--- src/rtl/decode_pkg.sv ---
// Shared pipeline definitions: instruction word layout, class codes, PC-redirect encodings.
package decode_pkg;

   localparam int unsigned WORD_W    = 16;
   localparam int unsigned FETCH_W   = 32;
   localparam int unsigned CLASS_W   = 2;
   localparam int unsigned OPC_W     = 8;
   localparam int unsigned REG_W     = 6;
   localparam int unsigned IMM_W     = 12;
   localparam int unsigned JUMP_W    = 3;
   localparam int unsigned PCCHG_W   = 9;
   localparam int unsigned PCLOC_W   = 6;

   // Bit positions inside one 16-bit instruction word
   localparam int unsigned LONG_BIT  = 15;
   localparam int unsigned CLASS_HI  = 14;
   localparam int unsigned CLASS_LO  = 13;
   localparam int unsigned OPC_HI    = 12;
   localparam int unsigned OPC_LO    = 9;
   localparam int unsigned RD_HI     = 8;
   localparam int unsigned RD_LO     = 6;
   localparam int unsigned RA_HI     = 5;
   localparam int unsigned RA_LO     = 3;
   localparam int unsigned RB_HI     = 2;
   localparam int unsigned RB_LO     = 0;

   typedef enum logic [CLASS_W-1:0] {
      CLS_ALU  = 2'b00,
      CLS_MEM  = 2'b01,
      CLS_IMM  = 2'b10,
      CLS_FLOW = 2'b11
   } dec_class_e;

   typedef enum logic [JUMP_W-1:0] {
      JMP_NONE = 3'd0,
      JMP_REL  = 3'd1,
      JMP_ABS  = 3'd2,
      JMP_JAL  = 3'd3,
      JMP_BAL  = 3'd4
   } jump_e;

   typedef enum logic {
      ST_FIRST  = 1'b0,
      ST_SECOND = 1'b1
   } dec_state_e;

   typedef struct packed {
      logic               is_long;
      dec_class_e         cls;
      logic [OPC_W-1:0]   opcode;
      logic [REG_W-1:0]   rd;
      logic [REG_W-1:0]   ra;
      logic [REG_W-1:0]   rb;
      logic [IMM_W-1:0]   imm;
      jump_e              jump;
   } dec_fields_t;

   // Flow-control class selects a PC redirect from the low opcode bits
   function automatic jump_e flow_jump(input dec_class_e cls, input logic [OPC_W-1:0] opc);
      jump_e j;
      j = JMP_NONE;
      if (cls == CLS_FLOW) begin
         case (opc[2:0])
            3'd0:    j = JMP_REL;
            3'd1:    j = JMP_ABS;
            3'd2:    j = JMP_JAL;
            3'd3:    j = JMP_BAL;
            default: j = JMP_NONE;
         endcase
      end
      return j;
   endfunction

endpackage

--- src/rtl/decode_if.sv ---
// Fetch-to-decode bus: fetch words and pipeline controls in, decoded fields out.
interface decode_if;
   import decode_pkg::*;

   logic [FETCH_W-1:0] fetchoutput;
   logic               fetch_valid;
   logic               flush;
   logic               stall;
   logic               dec_valid;
   logic               dec_long;
   logic [CLASS_W-1:0] dec_class;
   logic [OPC_W-1:0]   dec_opcode;
   logic [REG_W-1:0]   dec_rd;
   logic [REG_W-1:0]   dec_ra;
   logic [REG_W-1:0]   dec_rb;
   logic [IMM_W-1:0]   dec_imm;
   logic [JUMP_W-1:0]  pcjumpenable;
   logic [PCCHG_W-1:0] pcchange;
   logic [PCLOC_W-1:0] pclocation;

   modport master (
      output fetchoutput, fetch_valid, flush, stall,
      input  dec_valid, dec_long, dec_class, dec_opcode, dec_rd, dec_ra, dec_rb,
             dec_imm, pcjumpenable, pcchange, pclocation
   );

   modport slave (
      input  fetchoutput, fetch_valid, flush, stall,
      output dec_valid, dec_long, dec_class, dec_opcode, dec_rd, dec_ra, dec_rb,
             dec_imm, pcjumpenable, pcchange, pclocation
   );

endinterface

--- src/rtl/decode_fields.sv ---
// Combinational field extraction for a 16-bit word or a held-first/new-second 32-bit pair.
module decode_fields
   import decode_pkg::*;
(
   input  logic [WORD_W-1:0] held_i,
   input  logic [WORD_W-1:0] new_i,
   input  logic              long_i,
   output dec_fields_t       fields_o
);

   logic [WORD_W-1:0] first_c;
   logic              unused_c;

   // Bit 15 only steers the FSM; it carries no field data
   assign unused_c = held_i[LONG_BIT] ^ new_i[LONG_BIT];

   // Low fields come from the first word, extensions from the second
   always_comb begin
      fields_o         = '0;
      first_c          = long_i ? held_i : new_i;
      fields_o.is_long = long_i;
      fields_o.cls     = dec_class_e'(first_c[CLASS_HI:CLASS_LO]);
      if (long_i) begin
         fields_o.opcode = {new_i[OPC_HI:OPC_LO], first_c[OPC_HI:OPC_LO]};
         fields_o.rd     = {new_i[RD_HI:RD_LO], first_c[RD_HI:RD_LO]};
         fields_o.ra     = {new_i[RA_HI:RA_LO], first_c[RA_HI:RA_LO]};
         fields_o.rb     = {new_i[RB_HI:RB_LO], first_c[RB_HI:RB_LO]};
         fields_o.imm    = {new_i[RB_HI:RB_LO], first_c[RB_HI:RB_LO], new_i[RA_HI:RB_LO]};
      end else begin
         fields_o.opcode = OPC_W'(first_c[OPC_HI:OPC_LO]);
         fields_o.rd     = REG_W'(first_c[RD_HI:RD_LO]);
         fields_o.ra     = REG_W'(first_c[RA_HI:RA_LO]);
         fields_o.rb     = REG_W'(first_c[RB_HI:RB_LO]);
         fields_o.imm    = IMM_W'(first_c[RB_HI:RB_LO]);
      end
      fields_o.jump = flow_jump(fields_o.cls, fields_o.opcode);
   end

endmodule

--- src/rtl/decode.sv ---
// Decode stage: assembles 16/32-bit instructions from fetch and registers the decoded fields.
module decode
   import decode_pkg::*;
(
   input  logic   clock,
   input  logic   reset,
   decode_if.slave bus
);

   dec_state_e        state_q;
   logic [WORD_W-1:0] held_q;
   logic              valid_q;
   dec_fields_t       fields_q;
   dec_fields_t       fields_c;
   logic [WORD_W-1:0] new_word_c;
   logic              unused_c;

   assign new_word_c = bus.fetchoutput[WORD_W-1:0];
   // The older fetch word is already captured in held_q when it matters
   assign unused_c   = ^bus.fetchoutput[FETCH_W-1:WORD_W];

   decode_fields u_fields (
      .held_i   (held_q),
      .new_i    (new_word_c),
      .long_i   (state_q == ST_SECOND),
      .fields_o (fields_c)
   );

   // FSM, held half-word and output registers; reset > flush > stall > fetch
   always_ff @(posedge clock) begin
      if (reset) begin
         state_q  <= ST_FIRST;
         held_q   <= '0;
         valid_q  <= 1'b0;
         fields_q <= '0;
      end else if (bus.flush) begin
         state_q       <= ST_FIRST;
         held_q        <= '0;
         valid_q       <= 1'b0;
         fields_q.jump <= JMP_NONE;
      end else if (!bus.stall) begin
         if (bus.fetch_valid) begin
            if (state_q == ST_SECOND) begin
               valid_q  <= 1'b1;
               fields_q <= fields_c;
               state_q  <= ST_FIRST;
               held_q   <= '0;
            end else if (new_word_c[LONG_BIT]) begin
               held_q        <= new_word_c;
               state_q       <= ST_SECOND;
               valid_q       <= 1'b0;
               fields_q.jump <= JMP_NONE;
            end else begin
               valid_q  <= 1'b1;
               fields_q <= fields_c;
            end
         end else begin
            valid_q       <= 1'b0;
            fields_q.jump <= JMP_NONE;
         end
      end
   end

   // Outputs are straight from registers; PC targets are slices of the immediate
   assign bus.dec_valid    = valid_q;
   assign bus.dec_long     = fields_q.is_long;
   assign bus.dec_class    = fields_q.cls;
   assign bus.dec_opcode   = fields_q.opcode;
   assign bus.dec_rd       = fields_q.rd;
   assign bus.dec_ra       = fields_q.ra;
   assign bus.dec_rb       = fields_q.rb;
   assign bus.dec_imm      = fields_q.imm;
   assign bus.pcjumpenable = fields_q.jump;
   assign bus.pcchange     = fields_q.imm[PCCHG_W-1:0];
   assign bus.pclocation   = fields_q.imm[PCLOC_W-1:0];

endmodule
--- src/flat_wrapper.sv ---
// flat-port wrapper written by rule: the top's interface ports become plain ports
module decode_flat import decode_pkg::*;
  (clock, reset, bus_fetchoutput, bus_fetch_valid, bus_flush, bus_stall, bus_dec_valid, bus_dec_long, bus_dec_class, bus_dec_opcode, bus_dec_rd, bus_dec_ra, bus_dec_rb, bus_dec_imm, bus_pcjumpenable, bus_pcchange, bus_pclocation);
  decode_if bus_i ();
  input  logic clock;
  input  logic reset;
  input wire logic [$bits(bus_i.fetchoutput)-1:0] bus_fetchoutput;
  input wire logic [$bits(bus_i.fetch_valid)-1:0] bus_fetch_valid;
  input wire logic [$bits(bus_i.flush)-1:0] bus_flush;
  input wire logic [$bits(bus_i.stall)-1:0] bus_stall;
  output wire logic [$bits(bus_i.dec_valid)-1:0] bus_dec_valid;
  output wire logic [$bits(bus_i.dec_long)-1:0] bus_dec_long;
  output wire logic [$bits(bus_i.dec_class)-1:0] bus_dec_class;
  output wire logic [$bits(bus_i.dec_opcode)-1:0] bus_dec_opcode;
  output wire logic [$bits(bus_i.dec_rd)-1:0] bus_dec_rd;
  output wire logic [$bits(bus_i.dec_ra)-1:0] bus_dec_ra;
  output wire logic [$bits(bus_i.dec_rb)-1:0] bus_dec_rb;
  output wire logic [$bits(bus_i.dec_imm)-1:0] bus_dec_imm;
  output wire logic [$bits(bus_i.pcjumpenable)-1:0] bus_pcjumpenable;
  output wire logic [$bits(bus_i.pcchange)-1:0] bus_pcchange;
  output wire logic [$bits(bus_i.pclocation)-1:0] bus_pclocation;
  assign bus_i.fetchoutput = bus_fetchoutput;
  assign bus_i.fetch_valid = bus_fetch_valid;
  assign bus_i.flush = bus_flush;
  assign bus_i.stall = bus_stall;
  assign bus_dec_valid = bus_i.dec_valid;
  assign bus_dec_long = bus_i.dec_long;
  assign bus_dec_class = bus_i.dec_class;
  assign bus_dec_opcode = bus_i.dec_opcode;
  assign bus_dec_rd = bus_i.dec_rd;
  assign bus_dec_ra = bus_i.dec_ra;
  assign bus_dec_rb = bus_i.dec_rb;
  assign bus_dec_imm = bus_i.dec_imm;
  assign bus_pcjumpenable = bus_i.pcjumpenable;
  assign bus_pcchange = bus_i.pcchange;
  assign bus_pclocation = bus_i.pclocation;
  decode u_core (.clock(clock), .reset(reset), .bus(bus_i));
endmodule
--- config.mk ---
export PLATFORM = sky130hd
export DESIGN_NAME = decode_flat
export DESIGN_NICKNAME = d
export VERILOG_FILES = /design/src/rtl/decode_pkg.sv /design/src/rtl/decode_if.sv /design/src/rtl/decode_fields.sv /design/src/rtl/decode.sv /design/src/flat_wrapper.sv
export SDC_FILE = /design/constraint.sdc
export NUM_CORES = 1
export LEC_CHECK = 0
export CORE_MARGIN = 4
export CORE_UTILIZATION = 44
export DETAILED_ROUTE_END_ITERATION = 6
export GPL_TIMING_DRIVEN = 0
export HOLD_SLACK_MARGIN = 0.12
export PLACE_DENSITY = 0.81
export SETUP_SLACK_MARGIN = 0.1
export SLEW_MARGIN = 25
export SYNTH_ARGS = -nofsm -noshare
export SYNTH_HDL_FRONTEND = slang
export SYNTH_SLANG_ARGS = --single-unit
--- constraint.sdc ---
create_clock -name clock -period 2.4 [get_ports clock]
set_clock_uncertainty 0.2 [all_clocks]
set_input_delay 0.72 -clock clock [delete_from_list [all_inputs] [get_ports clock]]
set_output_delay 0.72 -clock clock [all_outputs]
set_load 0.01 [all_outputs]
==> impl_metrics.env <==
export IMPL_ff2ff_path_depth=4
export IMPL_hold_path_end="u_core.bus.dec_rd[3]"
export IMPL_synth_area_leader_cell="dfxtp_1"
export IMPL_grt_util_all_layers_pct=20.2
export IMPL_ant_nets=0
export IMPL_tns_ns=0
export IMPL_drtPass1Iterations=6
export IMPL_crit_required_ns=1.48
export IMPL_status="complete, no violations"
export IMPL_avgSynthCellArea_um2=8.76
export IMPL_synth_nets=324
export IMPL_hp_start="u_core.bus.dec_rd[3]"
export IMPL_synthTopCellsByArea="dfxtp_1 (44%), a21oi_1 (10%), buf_4 (6.3%)"
export IMPL_layout_nets=409
export IMPL_cts_buffers=5
export IMPL_fin_crit_ns=2.25
export IMPL_io_buffers=77
export IMPL_arrival_ns=1.33
export IMPL_num_rows=27
export IMPL_ctsHoldBuffers=0
export IMPL_slew_viol_final=0
export IMPL_rsz0062_at_grt="yes"
export IMPL_finalHoldViolations=0
export IMPL_drt_iter0_drc=238
export IMPL_cp_max_fo=3
export IMPL_antenna_found_initial=0
export IMPL_fin_cells=445
export IMPL_top_level_ports=97
export IMPL_clockBufferDepth=2
export IMPL_drv_cap=0
export IMPL_path_delay_family="buffers and inverters"
export IMPL_start_util_pct=45.4
export IMPL_setup_reg_to_reg_worst_slack_ns=0.57
export IMPL_r2r_start="u_core.state_q"
export IMPL_power_leakage_nw=1.16
export IMPL_ys_types=32
export IMPL_synthSimpleGateAreaFrac_pct=14.9
export IMPL_synth_compound_area_share_pct=23.2
export IMPL_vias_per_cell=5.61
export IMPL_drive_gt1_share_pct=15.0
export IMPL_worstMarginPinSlew_ns=0.681
export IMPL_crit_path_start_kind="register"
export IMPL_dpl_cell_count=436
export IMPL_critPathKind="reg2out"
export IMPL_cts_sinks=55
export IMPL_synth_top_area_share_pct=43.8
export IMPL_synth_mux_area_share_pct=6.02
export IMPL_ys_flop_type="dfxtp_1"
export IMPL_clk_latency_ns=0.31
export IMPL_final_core_util_pct=63.2
export IMPL_die_w_um=83.6
export IMPL_critPathMaxStageDelay_ns=0.52
export IMPL_synth_top_family_by_area="compound AO/OA/AOI/OAI gates"
export IMPL_area_growth_syn_to_layout_pct=39.2
export IMPL_synthAdderAreaFrac_pct=0
export IMPL_gr_total_overflow=0
export IMPL_gp_congestion=0.849
export IMPL_fmax_mhz=444
export IMPL_dieArea_um2=6990
export IMPL_p_per_area_nw_per_um2=482
export IMPL_fp_dieH_um=83.6
export IMPL_final_common_cell="clkdlybuf4s50_1"
export IMPL_fin_crit_sh_pct=93.7
export IMPL_crit_buf_inv=2
export IMPL_r2r_end="u_core.bus.dec_ra[2]"
export IMPL_cp_slowest_cell="clkdlybuf4s50_1"
export IMPL_core_area_um2=5540
export IMPL_routed_via_count=2498
export IMPL_end_kind="primary output"
export IMPL_synth_enable_flop_cells=0
export IMPL_vdd_drop_max_uv=313
export IMPL_wire_per_inst_um=16.0
export IMPL_diodes=0
export IMPL_drcViolationCount=0
export IMPL_grt_pass1_wl_mm=11.6
export IMPL_grt_max_degree=19
export IMPL_post_dp_hpwl_mm=5.27
export IMPL_crit_chain="buf_4, clkdlybuf4s50_1"
export IMPL_seq_area_frac_synth_pct=43.8
export IMPL_holdWs_ns=0.282
export IMPL_cts_tree="built"
export IMPL_finalSetupViolations=0
export IMPL_min_path_type="reg2reg"
export IMPL_ctsRootBufferMaster="clkbuf_8"
export IMPL_grt_pass1_vias=2245
export IMPL_drt_total_wl_mm=7.13
export IMPL_clk_pin_slew_ns=0.10
export IMPL_syn_inst=287
export IMPL_yosys_area_share_xor_xnor_pct=0.697
export IMPL_htree_levels=2
export IMPL_synth_area_um2=2510
export IMPL_ys_ff_latch=55
export IMPL_synth_warnings=0
export IMPL_hold_depth=2
export IMPL_synthArstFlopShare_pct=0
export IMPL_final_cell_mix="clkdlybuf4s50_1 (77), a21oi_1 (51), dfxtp_1 (48)"
export IMPL_relSlewSlack_pct=54.6
-- through the flow --
step	instance area (um^2)	setup slack (ns)	total power, mW
finish	3500	0.150	1.69
global route	3500	0.0734	1.74
CTS	3470	0.0834	1.68
detailed placement	3370	-0.247	1.17
global placement	3370	-0.204	1.17
floorplan	2510	0.344	1.07
-- how the worst max path moves through the flow --
stage | cells past startpoint | end | startpoint | slack [ns]
floorplan | 4 | u_core.bus.pcjumpenable[0] | bus_fetchoutput[15] | 0.34
global placement | 5 | u_core.bus.dec_opcode[0] | bus_fetch_valid | -0.20
detailed placement | 5 | u_core.bus.dec_imm[2] | bus_fetch_valid | -0.25
CTS | 5 | u_core.bus.dec_ra[2] | bus_fetch_valid | 0.08
global route | 5 | u_core.bus.dec_imm[2] | bus_fetch_valid | 0.07
finish | 2 | bus_dec_rb[4] | u_core.bus.dec_imm[10] | 0.15
-- cell families after synthesis --
kind of cell,count (synthesis)
AO/OA/AOI/OAI,106
buffers and inverters,50
AND/OR/NAND/NOR,59
multiplexers,15
flip-flops,55
XOR/XNOR,2
-- state kept, by name, indices dropped and copies added, names as in the netlist --
| signal | cells |
|---|---|
| u_core.bus.dec_class | 2 |
| u_core.state_q | 1 |
| u_core.bus.dec_ra | 3 |
| u_core.bus.dec_long | 1 |
| u_core.bus.dec_valid | 1 |
| u_core.held_q | 15 |
| u_core.bus.dec_opcode | 8 |
| u_core.bus.dec_rb | 4 |
| u_core.bus.dec_rd | 6 |
| u_core.bus.pcjumpenable | 3 |
| u_core.bus.dec_imm | 11 |
-- synth_stat cells (all sizes together) (3+ instances only) --
master / count
a21oi: 51
o21ai: 35
nor2: 4
clkbuf: 17
nand4b: 14
nand2: 4
mux2i: 14
nand3: 22
dfxtp: 55
or3b: 3
nand2b: 3
a211oi: 13
buf: 33
o31ai: 3
-- report_power, final --
group	internal (mW)	switching, mW	total [mW]	leakage (nW)
sequential	0.927	0.00879	0.936	0.448
combinational	0.0941	0.125	0.220	0.667
clock	0.212	0.318	0.530	0.0489
total	1.23	0.452	1.69	1.16
-- repair_timing --
item,in CTS,in global routing
setup endpoints to repair,8,40
gates resized for setup,3,13
setup buffers,0,1
-- area by class of cell --
class,instances,area [um^2]
clock buffers,5,68.8
multi-input cells,182,1140
plain buffers,50,293
repair buffers,78,778
clock inverters,3,22.5
well taps,72,90.1
flip-flops and latches,55,1110
fillers,498,2040
-- metal layers --
metal  vias up  global-route usage [%]  wire length (um)
met5         -                       0                 0
met4         0                    6.87               138
met2       117                    30.2              3310
li1       1192                       -                 -
met3        19                    3.06               489
met1      1170                    29.4              3190
-- worst register-to-register path, delay by kind of cell (launching register included) --
| family | cells | cell delay, ns |
|---|---|---|
| buffers and inverters | 2 | 0.67 |
| flip-flops | 1 | 0.37 |
| AO/OA/AOI/OAI | 1 | 0.28 |
| multiplexers | 1 | 0.23 |
No activity file was read; power rests on OpenSTA's default activity.
